===== src/rtl/fir_out_requant.sv =====
// Requantizes the 32-bit FIR output to 16 bits (round half-up, saturate), optionally decimates, and buffers into a FWFT FIFO.
// Optional macro REQUANT_SATCNT_EN adds a saturating 16-bit count of saturation events on port sat_cnt.
module fir_out_requant #(
    parameter int IN_W       = 32,
    parameter int OUT_W      = 16,
    parameter int SHIFT      = 15,
    parameter int DECIM      = 1,
    parameter int FIFO_DEPTH = 4
) (
    input  logic                          clk,
    input  logic                          rst_n,
    input  logic                          in_valid,
    input  logic [IN_W-1:0]               in_data,
    output logic                          out_valid,
    input  logic                          out_ready,
    output logic [OUT_W-1:0]              out_data,
    output logic [$clog2(FIFO_DEPTH):0]   fifo_level,
    output logic                          drop_err
`ifdef REQUANT_SATCNT_EN
    ,
    output logic [15:0]                   sat_cnt
`endif
);

    localparam int AW     = $clog2(FIFO_DEPTH);
    localparam int LW     = AW + 1;
    localparam int DCNT_W = (DECIM > 1) ? $clog2(DECIM) : 1;

    localparam logic [DCNT_W-1:0] DCNT_LAST  = DCNT_W'(DECIM - 1);
    localparam logic [LW-1:0]     LEVEL_FULL = LW'(FIFO_DEPTH);
    localparam logic signed [IN_W:0] RND     = $signed({{IN_W{1'b0}}, 1'b1} << (SHIFT - 1));
    localparam logic signed [IN_W:0] SAT_MAX = $signed({{(IN_W-OUT_W+2){1'b0}}, {(OUT_W-1){1'b1}}});
    localparam logic signed [IN_W:0] SAT_MIN = $signed({{(IN_W-OUT_W+2){1'b1}}, {(OUT_W-1){1'b0}}});

    logic signed [IN_W:0] sum_s;
    logic signed [IN_W:0] shr_s;
    logic [OUT_W-1:0]     rq_s;

    logic                 s1_valid_q, s1_valid_d;
    logic [OUT_W-1:0]     s1_data_q,  s1_data_d;
    logic [DCNT_W-1:0]    dcnt_q,     dcnt_d;
    logic [AW-1:0]        wr_ptr_q,   wr_ptr_d;
    logic [AW-1:0]        rd_ptr_q,   rd_ptr_d;
    logic [LW-1:0]        level_q,    level_d;
    logic                 drop_q,     drop_d;
    logic                 out_valid_q, out_valid_d;
    logic [OUT_W-1:0]     out_data_q,  out_data_d;
    logic [OUT_W-1:0]     mem_q [FIFO_DEPTH];
    logic [OUT_W-1:0]     mem_d [FIFO_DEPTH];

    logic keep_s, full_s, pop_s, push_s, drop_s;

    // Round and saturate; one extra bit keeps the rounding add from overflowing.
    always_comb begin
        sum_s = $signed({in_data[IN_W-1], in_data}) + RND;
        shr_s = sum_s >>> SHIFT;
        if (shr_s > SAT_MAX) begin
            rq_s = {1'b0, {(OUT_W-1){1'b1}}};
        end else if (shr_s < SAT_MIN) begin
            rq_s = {1'b1, {(OUT_W-1){1'b0}}};
        end else begin
            rq_s = shr_s[OUT_W-1:0];
        end
    end

    // Stage-1 register inputs and decimation counter.
    always_comb begin
        s1_valid_d = in_valid;
        if (in_valid) begin
            s1_data_d = rq_s;
        end else begin
            s1_data_d = s1_data_q;
        end
        if (s1_valid_q) begin
            if (dcnt_q == DCNT_LAST) begin
                dcnt_d = {DCNT_W{1'b0}};
            end else begin
                dcnt_d = dcnt_q + {{(DCNT_W-1){1'b0}}, 1'b1};
            end
        end else begin
            dcnt_d = dcnt_q;
        end
    end

    assign keep_s = s1_valid_q && (dcnt_q == {DCNT_W{1'b0}});
    assign full_s = (level_q == LEVEL_FULL);
    assign pop_s  = out_valid_q && out_ready;
    assign push_s = keep_s && (!full_s || pop_s);
    assign drop_s = keep_s && full_s && !pop_s;

    // FIFO pointers, occupancy, storage and the registered head word.
    always_comb begin
        wr_ptr_d = push_s ? (wr_ptr_q + {{(AW-1){1'b0}}, 1'b1}) : wr_ptr_q;
        rd_ptr_d = pop_s  ? (rd_ptr_q + {{(AW-1){1'b0}}, 1'b1}) : rd_ptr_q;
        case ({push_s, pop_s})
            2'b10:   level_d = level_q + {{(LW-1){1'b0}}, 1'b1};
            2'b01:   level_d = level_q - {{(LW-1){1'b0}}, 1'b1};
            default: level_d = level_q;
        endcase
        for (int i = 0; i < FIFO_DEPTH; i++) begin
            mem_d[i] = (push_s && (wr_ptr_q == AW'(i))) ? s1_data_q : mem_q[i];
        end
        drop_d      = drop_q | drop_s;
        out_valid_d = (level_d != {LW{1'b0}});
        out_data_d  = mem_d[rd_ptr_d];
    end

    // State registers; reset clears all buffered data at once.
    always_ff @(posedge clk or negedge rst_n) begin
        if (!rst_n) begin
            s1_valid_q  <= 1'b0;
            s1_data_q   <= {OUT_W{1'b0}};
            dcnt_q      <= {DCNT_W{1'b0}};
            wr_ptr_q    <= {AW{1'b0}};
            rd_ptr_q    <= {AW{1'b0}};
            level_q     <= {LW{1'b0}};
            drop_q      <= 1'b0;
            out_valid_q <= 1'b0;
            out_data_q  <= {OUT_W{1'b0}};
            for (int i = 0; i < FIFO_DEPTH; i++) begin
                mem_q[i] <= {OUT_W{1'b0}};
            end
        end else begin
            s1_valid_q  <= s1_valid_d;
            s1_data_q   <= s1_data_d;
            dcnt_q      <= dcnt_d;
            wr_ptr_q    <= wr_ptr_d;
            rd_ptr_q    <= rd_ptr_d;
            level_q     <= level_d;
            drop_q      <= drop_d;
            out_valid_q <= out_valid_d;
            out_data_q  <= out_data_d;
            for (int i = 0; i < FIFO_DEPTH; i++) begin
                mem_q[i] <= mem_d[i];
            end
        end
    end

    assign out_valid  = out_valid_q;
    assign out_data   = out_data_q;
    assign fifo_level = level_q;
    assign drop_err   = drop_q;

`ifdef REQUANT_SATCNT_EN
    logic        sat_s;
    logic [15:0] sat_cnt_q, sat_cnt_d;

    assign sat_s = (shr_s > SAT_MAX) || (shr_s < SAT_MIN);

    // Counts every saturated input, before decimation or FIFO drops.
    always_comb begin
        if (in_valid && sat_s && (sat_cnt_q != 16'hFFFF)) begin
            sat_cnt_d = sat_cnt_q + 16'd1;
        end else begin
            sat_cnt_d = sat_cnt_q;
        end
    end

    // Saturation counter register.
    always_ff @(posedge clk or negedge rst_n) begin
        if (!rst_n) begin
            sat_cnt_q <= 16'd0;
        end else begin
            sat_cnt_q <= sat_cnt_d;
        end
    end

    assign sat_cnt = sat_cnt_q;
`endif

endmodule


===== config.mk =====
export PLATFORM = sky130hd
export DESIGN_NAME = fir_out_requant
export DESIGN_NICKNAME = d
export VERILOG_FILES = /design/src/rtl/fir_out_requant.sv
export SDC_FILE = /design/constraint.sdc
export NUM_CORES = 1
export LEC_CHECK = 0
export ABC_CLOCK_PERIOD_IN_PS = 2800
export CORE_ASPECT_RATIO = 0.8
export CORE_MARGIN = 2
export CORE_UTILIZATION = 48
export CTS_CLUSTER_SIZE = 16
export DETAILED_ROUTE_END_ITERATION = 7
export HOLD_SLACK_MARGIN = 0.08
export PLACE_DENSITY_LB_ADDON = 0.1
export SLEW_MARGIN = 20
export SYNTH_ARGS = -nofsm -noshare
export SYNTH_HDL_FRONTEND = slang
export SYNTH_SLANG_ARGS = --single-unit

===== constraint.sdc =====
create_clock -name clk -period 2.8 [get_ports clk]
set_input_delay 0.56 -clock clk [delete_from_list [all_inputs] [get_ports clk]]
set_output_delay 0.56 -clock clk [all_outputs]
set_load 0.02 [all_outputs]

==> impl_metrics.csv, run 1 <==
group,metric,value,unit
outcome,run_status,"finished, final reports clean",
drt,wirelength,8.96,mm
synth,synth_seq_cells,106,
finish,final_nets,439,
floorplanning,design.die.area,10800,um2
synth,synth_fp_nets,371,
synth,yosysSeqAreaShare,55.2,%
pwr,switchingPower,1.97,mW
grt,grt_max_degree,51,
timing,report.final.slew_viol_count,0,
worst_setup_path,r2r_end,"out_valid",
grt,grt-busiest-layer,"met1",
clock_tree,cts_tree,"done",
timing,period_share,88.4,%
synth,synthCells,328,
pwr,p_clk_share,19.6,%
finish,antenna_cells,0,
clock_tree,path_clk_slew,0.07,ns
drt,via_count,2818,
worst_setup_path,path_max_fanout,2,
grt,grt_use_met2,26.2,%
grt,grt_pass1_vias,2892,
min_path,min_path_type,"input port to asynchronous set/reset pin",
pwr,power_leakage,2.54,nW
drt,drt-initial-drc-count,73,
drt,dr.pass1.iters,5,
pwr,ir_drop,0.522,mV
worst_setup_path,start_kind,"input port",
grt,grt_util_met3,4.34,%
floorplanning,rows,32,
synth,synth-async-reset-ratio,100,%
clock_tree,insertion_delay,0.35,ns
worst_setup_path,crit_arrival,2.71,ns
flow_run,cap_violations,0,
drt,ant_nets,0,
clock_tree,cts-root-buf,"clkbuf_16",
worst_setup_path,required,3.03,ns
clock_tree,htree_levels,3,
pwr,p_int,4.52,mW
floorplanning,ios,57,
timing,period_minus_slack,2.48,ns
clock_tree,ctsHoldBuffers,0,
synth,synth.distinct_cells,41,
drt,wl_per_cell,16.7,um
drt,viasPerCell,5.25,
floorplanning,fp.dieH,93.5,um
pwr,p_per_area,1090,nW/um2
grt,track_usage,18.4,%
synth,synthFlopType,"dfrtp_1",
worst_setup_path,ff2ff_path_depth,10,
pwr,power.share.switching,30.3,%
pwr,combPwrFrac,42.8,%
finish,utilization,61.5,%
pwr,pwr-share-seq,37.6,%
timing,finClkSkew,0.00992,ns
synth,synth_edf_count,0,
grt,grt_overflow,0,
synth,ys_warn_count,0,
floorplanning,initial_core_util,49.6,%
timing,setup_violations,0,
timing,slew_headroom,56.8,%
worst_setup_path,r2r_slack,0.54,ns
grt,grt_util_met1,28.1,%
finish,area_growth,23.9,%
synth,synth.cell_area,4800,um2
worst_setup_path,end_kind,"register",
clock_tree,cts_buffer_depth,2,
worst_setup_path,critPathKind,"input port to register",
clock_tree,cts_resized,0,
pwr,total_power,6.49,mW
place,gp_congestion,0.866,
grt,antenna_found_initial,0,
timing,tightest_slew,0.648,ns
place,io_buffers,42,
floorplanning,die_w,116,um
floorplanning,core,9690,um2
worst_setup_path,r2r_start,"fifo_level[0]",
drt,drc,0,
clock_tree,clock_sinks,106,
timing,hold_viol_final,0,
place,dp_hpwl,6.23,mm
timing,rsz0062_at_grt,"false",
clock_tree,cts_setup_buffers,0,
timing,max_freq,404,MHz
clock_tree,cts_buffers,9,
synth,avgSynthCellArea,14.6,um2
grt,grt_pass1_wl,15.0,mm
finish,final_layout_size_suffix_gt1_share,32.9,%
synthesized netlist by cell type (6+ instances only):
cell type | instances | area, um2
o22a_1 | 11 | 96.3
mux4_2 | 11 | 248
mux2_2 | 53 | 597
a21oi_1 | 11 | 55.1
xor2_1 | 13 | 114
ha_1 | 6 | 75.1
inv_1 | 9 | 33.8
nand4_1 | 7 | 43.8
dfrtp_1 | 106 | 2650
nand3_1 | 7 | 35.0
nand2_1 | 11 | 41.3
mux2_4 | 10 | 150
o21ai_0 | 9 | 45.0
metal layers:
metal,up-vias,wire (um)
met4,0,133
met5,-,0
met2,54,3920
met1,1408,4610
li1,1342,-
met3,14,306
registers in the layout (all words and copies together), names as in the netlist:
name	flops
drop_err	1
fifo_level	3
mem_q	64
s1_valid_q	1
out_valid	1
wr_ptr_q	2
rd_ptr_q	2
s1_data_q	16
out_data	16
power by group through the flow:
stage | clock network [mW] | logic (mW) | registers (mW)
floorplan | 0 | 1.70 | 2.59
global placement | 0 | 2.75 | 2.44
detailed placement | 0 | 2.80 | 2.47
CTS | 1.31 | 2.81 | 2.45
global route | 1.37 | 3.00 | 2.51
finish | 1.27 | 2.78 | 2.44
cell families (layout without fill, tap and decap cells):
group                      Yosys count  after routing  share of synthesized area, %
adders and majority gates            7              7                          1.98
xor gates and xnor gates            18             18                          3.28
and+or+nand+nor                     49             49                          5.99
AOI/OAI and AO/OA                   44             44                          6.95
buffers and inverters               23             96                          2.73
DFF                                106            106                          55.2
muxes                               81             81                          23.9
cell type report:
cell class / instances / area [um2]
clock buffers: 13 / 280
clock inverters: 3 / 28.8
fillers: 748 / 3730
inverters: 9 / 33.8
multi-input cells: 199 / 2030
flip-flops and latches: 106 / 2650
well taps: 136 / 170
repair buffers: 71 / 761
cells in the final DEF, fill, tap and decap left out, drive strengths merged, types with 3 or more instances in the layout:
cell type	netlist	routed
nand3	7	7
and4	4	4
o211ai	3	3
and3	3	3
xnor2	5	5
nor2	5	5
mux2	63	63
a21oi	11	11
buf	9	30
clkbuf	5	13
o22a	11	11
ha	6	6
o21ai	10	10
nor2b	3	3
inv	9	11
clkdlybuf4s50	0	41
mux4	16	16
dfrtp	106	106
or3	3	3
xor2	13	13
a31o	3	3
nand2	13	13
nand4	7	7
metrics by stage:
| step | instances | hold WS (ns) | instance area (um2) | worst slack (ns) | setup TNS, ns |
|---|---|---|---|---|---|
| 3_3_place_gp | 521 | 0.452 | 5650 | -0.0322 | -0.0322 |
| 5_1_grt | 537 | 0.276 | 5950 | 0.224 | 0 |
| 6_report | 537 | 0.222 | 5950 | 0.325 | 0 |
| 3_5_place_dp | 521 | 0.456 | 5650 | -0.0393 | -0.0393 |
| 4_1_cts | 537 | 0.249 | 5950 | 0.323 | 0 |
| 2_1_floorplan | 328 | 0.264 | 4800 | 0.389 | 0 |
worst max path at each step:
| stage | startpoint | to | slack [ns] | cells past startpoint |
|---|---|---|---|---|
| floorplan | out_ready | out_valid | 0.39 | 10 |
| global placement | out_ready | out_valid | -0.03 | 11 |
| detailed placement | out_ready | out_valid | -0.04 | 11 |
| CTS | out_ready | out_valid | 0.32 | 11 |
| global route | out_ready | out_valid | 0.22 | 11 |
| finish | out_ready | out_valid | 0.32 | 11 |
critical path, stage by stage:
cell and delay (ns):
clkdlybuf4s50_1 0.41, a21o_2 0.23, o21a_4 0.21, inv_1 0.05
ha_1 0.16, inv_1 0.05, fa_1 0.37, xor2_1 0.14
nor2_1 0.06, xor2_1 0.14, or3_1 0.30
No activity file was read; power rests on OpenSTA's default activity.
==> run 2: changes to the inputs <==
--- a/config.mk
+++ b/config.mk
@@ -6,11 +6,11 @@
 export NUM_CORES = 1
 export LEC_CHECK = 0
 export ABC_CLOCK_PERIOD_IN_PS = 2800
-export CORE_ASPECT_RATIO = 0.8
 export CORE_MARGIN = 2
 export CORE_UTILIZATION = 48
 export CTS_CLUSTER_SIZE = 16
 export DETAILED_ROUTE_END_ITERATION = 7
+export GPL_ROUTABILITY_DRIVEN = 0
 export HOLD_SLACK_MARGIN = 0.08
 export PLACE_DENSITY_LB_ADDON = 0.1
 export SLEW_MARGIN = 20
==> run 2 against run 1 <==
First-iteration DRC count is 73% higher. Clock power is 19% lower. Non-clock buffer count is 1 lower. Routed wire length is 2.2% lower. Clock-buffer cell count is 3 lower.
==> impl_metrics.csv, run 2 (same netlist as run 1, synthesis figures left out) <==
group,metric,value,unit
outcome,run_status,"finished, final reports clean",
timing,period_share,88.1,%
timing,max_freq,405,MHz
clock_tree,path_clk_slew,0.10,ns
place,dp_hpwl,6.33,mm
clock_tree,ctsHoldBuffers,0,
finish,largest_reg_flops,64,
min_path,min_path_type,"input port to asynchronous set/reset pin",
place,io_buffers,42,
floorplanning,design.die.area,10800,um2
grt,grt_overflow,0,
floorplanning,fp.dieH,104,um
floorplanning,die_w,104,um
clock_tree,htree_levels,3,
worst_setup_path,required,3.05,ns
worst_setup_path,critPathTopFamily,"adder cells",
worst_setup_path,slowest_delay,0.42,ns
finish,regMostFlops,"mem_q",
finish,fin_cells,533,
clock_tree,cts_buffer_depth,2,
clock_tree,cts-root-buf,"clkbuf_8",
timing,rsz0062_at_grt,"false",
worst_setup_path,cp_num_buf_inv,3,
worst_setup_path,path_cells,"clkdlybuf4s50_1 -> a21o_2 -> o21a_4 -> inv_1 -> ha_1 -> inv_1 -> fa_1 -> xor2_1 -> nor2_1 -> xor2_1 -> or3_1",
finish,final_nets,438,
floorplanning,rows,36,
drt,dr.pass1.iters,4,
finish,layout_common_cells,"dfrtp_1 (106), mux2_2 (53), clkdlybuf4s50_1 (41)",
grt,grt_util_met1,24.5,%
timing,setup_violations,0,
pwr,switchingPower,1.89,mW
pwr,total_power,6.22,mW
finish,utilization,60.2,%
timing,finClkSkew,0.00960,ns
timing,period_minus_slack,2.47,ns
floorplanning,core,9730,um2
drt,drc,0,
finish,area_growth,22.0,%
floorplanning,ios,57,
timing,hold_viol_final,0,
finish,antenna_cells,0,
floorplanning,initial_core_util,49.4,%
drt,viasPerCell,5.34,
worst_setup_path,slowest_stage,"clkdlybuf4s50_1",
clock_tree,cts_buffers,9,
grt,track_usage,17.4,%
grt,grt_max_degree,47,
grt,grt-busiest-layer,"met2",
place,dpl.cell_count,517,
pwr,combPwrFrac,44.2,%
worst_setup_path,start_kind,"input port",
drt,ant_nets,0,
timing,slew_headroom,60.9,%
place,post_dp_cell_area,5630,um2
clock_tree,clock_sinks,106,
clock_tree,insertion_delay,0.36,ns
worst_setup_path,critPathKind,"input port to register",
pwr,ir_drop,0.432,mV
pwr,p_per_area,1060,nW/um2
grt,grt_use_met2,27.4,%
grt,grt_pass1_wl,14.8,mm
finish,final_common_cell,"dfrtp_1",
timing,tightest_slew,0.586,ns
grt,antenna_found_initial,0,
timing,tns,0,ns
pwr,p_int,4.34,mW
grt,grt_util_met3,3.88,%
drt,wl_per_cell,16.4,um
finish,final_area,5860,um2
pwr,p_clk_share,16.6,%
pwr,pwr-share-seq,39.2,%
drt,wirelength,8.77,mm
grt,grt_pass1_vias,2915,
pwr,power.share.switching,30.3,%
flow_run,cap_violations,0,
worst_setup_path,end_kind,"register",
clock_tree,cts_setup_buffers,0,
drt,drt-initial-drc-count,126,
pwr,power_leakage,2.49,nW
worst_setup_path,path_max_fanout,2,
clock_tree,cts_tree,"done",
drt,via_count,2846,
timing,report.final.slew_viol_count,0,
finish,final_layout_size_suffix_gt1_share,32.8,%
worst_setup_path,crit_arrival,2.71,ns
clock_tree,cts_resized,0,
## run 2: power by group through the flow
| stage | registers (mW) | logic (mW) | clock network (mW) |
|---|---|---|---|
| after CTS | 2.45 | 2.80 | 1.07 |
| after global routing | 2.52 | 2.96 | 1.14 |
| after detailed placement | 2.48 | 2.79 | 0 |
| final | 2.44 | 2.75 | 1.03 |
| after floorplan | 2.59 | 1.70 | 0 |
| after global placement | 2.44 | 2.75 | 0 |
## run 2: routing by layer
metal	routed length, um	part of all wire [%]
met5	0	0
met4	91	1.0
met3	244	2.8
met2	4330	49
met1	4100	47
## run 2: final cells by class
cell class / instances / area (um2)
Tap cell: 133 / 166
Timing Repair Buffer: 70 / 753
Sequential cell: 106 / 2650
Clock inverter: 6 / 87.6
Inverter: 9 / 33.8
Fill cell: 807 / 3870
Clock buffer: 10 / 138
Multi-Input combinational cell: 199 / 2030
## run 2: metrics by stage
step / hold slack, ns / worst slack (ns)
CTS: 0.204 / 0.341
floorplan: 0.264 / 0.389
finish: 0.193 / 0.332
global placement: 0.445 / -0.0308
detailed placement: 0.447 / -0.0510
global route: 0.212 / 0.157
## run 2: path summary, 6_finish.rpt
path	from	to	slack (ns)	cells after the start
setup reg to reg	out_valid	out_valid	0.52	10
setup / recovery	out_ready	out_valid	0.33	11
min in group clk	drop_err	drop_err	0.47	1
hold reg to reg	drop_err	drop_err	0.47	1
max in group asynchronous	rst_n	mem_q[41]	1.94	2
hold / removal	rst_n	fifo_level[0]	0.19	1
